`src/rtl/rb_div_pkg.sv`:
```
// Shared types and helpers for the sequential row-bypass restoring divider.
package rb_div_pkg;

   typedef enum logic [1:0] {
      IDLE = 2'd0,
      RUN  = 2'd1,
      DONE = 2'd2
   } state_t;

   // Width of the step counter, which must hold every value from 0 to m.
   function automatic int step_width(input int m);
      return $clog2(m + 1);
   endfunction

endpackage

```
`src/rtl/rb_div_step.sv`:
```
// One restoring-division row: shift in a dividend bit, trial-subtract, keep or restore.
module rb_div_step #(
   parameter int n = 8
) (
   input  logic [n-1:0] r_in,
   input  logic         bit_in,
   input  logic [n-1:0] divisor,
   output logic [n-1:0] r_out,
   output logic         q_bit,
   output logic         r_zero
);

   logic [n:0] diff;

   // NOTE: every output is given a value on every path, so no latch can be inferred.
   always_comb begin
      diff   = {r_in, bit_in} - {1'b0, divisor};
      // No borrow out of the n+1-bit subtractor means T >= divisor.
      q_bit  = ~diff[n];
      r_out  = q_bit ? diff[n-1:0] : {r_in[n-2:0], bit_in};
      r_zero = (r_out == '0);
   end

endmodule

```
`src/rtl/seq_rb_divider.sv`:
```
// Radix-2 restoring divider, one quotient bit per cycle, with zero-row early exit.
module seq_rb_divider
   import rb_div_pkg::*;
#(
   parameter int m = 8,
   parameter int n = 8
) (
   input  logic                      clk,
   input  logic                      rst,
   input  logic                      start,
   input  logic [m+n-1:0]            dividend,
   input  logic [n-1:0]              divisor,
   output logic                      busy,
   output logic                      done,
   output logic [m-1:0]              quotient,
   output logic [n-1:0]              remainder,
   output logic                      div_zero,
   output logic                      overflow,
   output logic [step_width(m)-1:0]  steps
);

   localparam int sw = step_width(m);

   state_t         state;
   state_t         state_nx;
   logic           accept;
   logic           is_zero;
   logic           is_ovf;
   logic           finish;

   // The partial remainder stays below the divisor, so n bits hold it; T is n+1 bits.
   logic [n-1:0]   r_q;
   logic [n-1:0]   dv_q;
   logic [m-1:0]   d_q;
   logic [m-2:0]   q_acc;
   logic [sw-1:0]  k_q;

   logic [n-1:0]   r_nx;
   logic           q_bit;
   logic           r_zero;
   logic [m-1:0]   q_nx;
   logic [sw-1:0]  k_nx;

   assign is_zero = (divisor == '0);
   assign is_ovf  = (dividend[m+n-1:m] >= divisor);

   rb_div_step #(.n(n)) u_step (
      .r_in    (r_q),
      .bit_in  (d_q[m-1]),
      .divisor (dv_q),
      .r_out   (r_nx),
      .q_bit   (q_bit),
      .r_zero  (r_zero)
   );

   always_comb begin
      q_nx   = {q_acc, q_bit};
      k_nx   = k_q + 1'b1;
      // Stop early once nothing but zeros is left to divide.
      finish = (k_nx == sw'(m)) || (r_zero && (d_q[m-2:0] == '0));
   end

   always_comb begin
      state_nx = state;
      accept   = 1'b0;
      busy     = 1'b0;
      done     = 1'b0;
      unique case (state)
         IDLE: begin
            if (start) begin
               accept   = 1'b1;
               state_nx = (is_zero || is_ovf) ? DONE : RUN;
            end
         end
         RUN: begin
            busy = 1'b1;
            if (finish) state_nx = DONE;
         end
         DONE: begin
            busy     = 1'b1;
            done     = 1'b1;
            state_nx = IDLE;
         end
         default: state_nx = IDLE;
      endcase
   end

   // NOTE: clocked state uses non-blocking assignments so all registers update together.
   always_ff @(posedge clk) begin
      if (rst) state <= IDLE;
      else     state <= state_nx;
   end

   // Operand registers only move on accept and in RUN, keeping the subtractor quiet otherwise.
   always_ff @(posedge clk) begin
      if (rst) begin
         r_q       <= '0;
         dv_q      <= '0;
         d_q       <= '0;
         q_acc     <= '0;
         k_q       <= '0;
         quotient  <= '0;
         remainder <= '0;
         div_zero  <= 1'b0;
         overflow  <= 1'b0;
         steps     <= '0;
      end else if (accept) begin
         div_zero <= 1'b0;
         overflow <= 1'b0;
         if (is_zero) begin
            div_zero  <= 1'b1;
            quotient  <= '1;
            remainder <= dividend[n-1:0];
            steps     <= '0;
         end else if (is_ovf) begin
            overflow  <= 1'b1;
            quotient  <= '1;
            remainder <= '0;
            steps     <= '0;
         end else begin
            dv_q  <= divisor;
            r_q   <= dividend[m+n-1:m];
            d_q   <= dividend[m-1:0];
            k_q   <= '0;
            q_acc <= '0;
         end
      end else if (state == RUN) begin
         r_q   <= r_nx;
         d_q   <= {d_q[m-2:0], 1'b0};
         q_acc <= q_nx[m-2:0];
         k_q   <= k_nx;
         if (finish) begin
            quotient  <= q_nx << (sw'(m) - k_nx);
            remainder <= r_nx;
            steps     <= k_nx;
         end
      end
   end

endmodule

```
`config.mk`:
```
export PLATFORM = sky130hd
export DESIGN_NAME = seq_rb_divider
export DESIGN_NICKNAME = d
export VERILOG_FILES = /design/src/rtl/rb_div_pkg.sv /design/src/rtl/rb_div_step.sv /design/src/rtl/seq_rb_divider.sv
export SDC_FILE = /design/constraint.sdc
export NUM_CORES = 1
export LEC_CHECK = 0
export BUFFER_PORTS_ARGS = -buffer_cell sky130_fd_sc_hd__buf_4
export CAP_MARGIN = 15
export CORE_ASPECT_RATIO = 0.7
export CORE_MARGIN = 3
export CORE_UTILIZATION = 45
export DETAILED_ROUTE_END_ITERATION = 7
export SLEW_MARGIN = 15
export SYNTH_ARGS = -nofsm -noshare
export SYNTH_HDL_FRONTEND = slang
export SYNTH_SLANG_ARGS = --single-unit
```
`constraint.sdc`:
```
create_clock -name clk -period 3.8 [get_ports clk]
set_clock_uncertainty 0.1 [all_clocks]
set_input_delay 0.19 -clock clk [delete_from_list [all_inputs] [get_ports clk]]
set_output_delay 0.19 -clock clk [all_outputs]
set_load 0.05 [all_outputs]
```
==> results by group <==
Global route
  – Met1 usage: 39.4%
  – Largest net degree at the start of global routing: 47
  – Grt met3 use: 5.54%
  – Number of global-route vias before repair: 3444
  – GRT Total Usage: 24.2%
  – First-pass GRT wire length: 18.3 mm
  – Initial antenna violation count: 0
  – Met2 GRT Util: 31.1%
  – Total global routing overflow: 0
  – Busiest grt layer: met1

Status
  – Status: finished clean

Synth
  – Top-area cell type share of the netlist area: 31.1%
  – Syn Nets: 521
  – Cell count after synthesis: 473
  – Synth area leaders: dfxtp_1 (31%), ha_1 (6.6%), nand2_1 (6.0%)
  – Post-synthesis async set-or-reset flop share: 0%
  – Yosys cell types: 65
  – Synthesis-stage register bit count: 59
  – Yosys top cell by area: dfxtp_1
  – Main synth FF type: dfxtp_1
  – Yosys warns: 0
  – Sequential element share of the synthesized area: 31.1%
  – Mapped Area: 3800 sq um
  – Synthesized area per cell: 8.03 sq um
  – Number of synthesized flops with an enable pin: 0

Route
  – Post-route antenna net violation count: 0
  – 1st-iter DRT viols: 257
  – Via density per instance: 5.96
  – Drc violations: 0
  – DR WL/cell: 18.0 microns
  – Vias: 3671
  – Wirelength, routed: 11.1 mm
  – First-pass DRT Iterations: 5

Worst setup path
  – R2r startpoint: d_q[7]
  – Crit Path Class: reg2reg
  – CP Max Fanout: 12
  – CP endpoint kind: flip-flop
  – Startpoint Class: flip-flop
  – Crit path from: d_q[7]
  – Worst EP required: 3.92 ns
  – Reg2Reg Setup Slack: 0.19 ns
  – CP Data Arrival Time: 3.73 ns

Die
  – Initial Utilization: 47.2%
  – Core Rows: 27
  – Die Wd: 116 microns
  – DIE AREA: 9590 sq um
  – Die H: 82.9 microns
  – # IOs: 51
  – CORE AREA: 8040 sq um

Power
  – Peak VDD IR: 0.000332 V
  – Final Power: 4.20 mW
  – Sw Share: 47.0%
  – Clock power frac: 18.7%
  – Sequential power share: 21.4%
  – Comb pwr share: 59.8%
  – Internal: 2.23 mW
  – Power per Cell Area: 931 nW/um^2
  – NetSw: 1.97 mW
  – Leak Pwr: 1.85 nW

Flow run
  – Maxcap violations: 0

STA
  – Setup TNS: 0 ns
  – Fin crit share: 95.0%
  – Tmin final: 3.61 ns
  – Final Hold Vio Count: 0
  – Fmax achieved: 277 MHz
  – Final Slew Violations: 0
  – Worst Max-Slew Pin Slew: 0.919 ns
  – Final setup fails: 0
  – RSZ-0062 raised after global routing: false
  – Headroom to the max-slew limit: 38.7%

Finish
  – Final Util: 56.1%
  – Fillers: 765
  – Layout cell share with drive strength beyond 1: 17.5%
  – Area grow syn2layout: 18.7%
  – Commonest non-fill, non-tap cell in the layout: nand2_1
  – Post-route non-filler standard cell count: 616
  – Antenna Cells: 0
  – Nets: 558
  – Commonest cells after routing, fill and taps aside: nand2_1 (61), dfxtp_1 (59), buf_4 (56)

Clock network
  – H-tree Lvls: 3
  – Setup bufs post-CTS: 0
  – Clk Latency, worst-skew pair: 0.33 ns
  – CTS resizes: 0
  – Reg clk slew, reported paths: 0.05 ns
  – Hold Buf Count CTS: 0
  – CTS sink cnt: 59
  – CTS tree: yes
  – Root Buffer: clkbuf_16
  – CTS Buffer Depth: 2
  – Num CTS Buffers: 9

Placed design
  – DP HPWL: 8.27 mm
  – Routability cong.: 0.905
  – Placed Cells: 600
  – I/O Buffers: 50

Worst hold path
  – Min-delay worst type: in2reg
  – Hold Path Origin: dividend[0]
registers in the layout, indices dropped and copies added (netlist names):
register,cells
d_q,8
dv_q,8
quotient,8
r_q,8
remainder,8
q_acc,7
k_q,4
steps,4
state,2
div_zero,1
overflow,1
worst max-delay path: stages (launching register included):
cell and delay, ns:
dfxtp_1 0.38, inv_1 0.07, ha_1 0.21, fa_1 0.41, nand2b_1 0.20, a21oi_1 0.32
o211ai_1 0.19, nor4_1 0.59, a32o_2 0.47, nor2_2 0.17, o311a_1 0.39
logic make-up after synthesis:
| logic type | count (synthesis) | share of synthesized area [%] |
|---|---|---|
| AO/OA/AOI/OAI | 129 | 24.7 |
| XOR/XNOR | 10 | 2.50 |
| adder cells (fa/ha/maj) | 21 | 7.12 |
| buffers and inverters | 59 | 6.06 |
| flip-flops | 59 | 31.1 |
| multiplexers | 18 | 6.39 |
| AND/OR/NAND/NOR | 177 | 22.1 |
cell usage after synthesis (7+ instances only):
library cell	n
mux2i_1	13
ha_1	20
inv_1	29
o2111ai_1	11
nand2_1	61
o21ai_0	13
clkbuf_1	27
nand3_1	17
dfxtp_1	59
nor2_1	51
a21oi_1	36
a311oi_1	7
nand2b_1	9
metal layers:
metal  vias to the layer above  share of wire (%)
li1                       1799                  -
met1                      1727                 53
met2                       137                 39
met3                         8                7.1
met4                         0               0.97
met5                         -                  0
cell type report:
type                       count  area, sq um  share of cell area [%]
inverter                      29          109                    2.41
multi-input combinational    355         2390                    52.9
sequential                    59         1180                    26.2
clock inverter                 5         53.8                    1.19
clock buffer                  11          233                    5.16
timing repair buffer          56          420                    9.32
tap                          101          126                    2.80
final timing paths:
| check | to | depth (start not counted) |
|---|---|---|
| max | remainder[6] | 10 |
| min | d_q[0] | 3 |
| max reg2reg | remainder[6] | 10 |
| min reg2reg | remainder[7] | 2 |
metrics by stage:
stage          setup WS, ns  hold slack, ns  instance area, sq um
3_5_place_dp          0.273           0.346                  4220
6_report              0.192          0.0205                  4510
5_1_grt              0.0167          0.0500                  4510
4_1_cts               0.244         0.00167                  4510
3_3_place_gp          0.467           0.332                  4220
2_1_floorplan         0.911           0.227                  3800
power groups by stage:
stage / registers [mW] / clock network [mW] / logic, mW
2_1_floorplan: 0.980 / 0 / 1.76
3_3_place_gp: 0.905 / 0 / 2.45
6_report: 0.899 / 0.787 / 2.51
5_1_grt: 0.919 / 0.838 / 2.74
3_5_place_dp: 0.908 / 0 / 2.47
4_1_cts: 0.896 / 0.800 / 2.48
No activity file was read; power rests on OpenSTA's default activity.
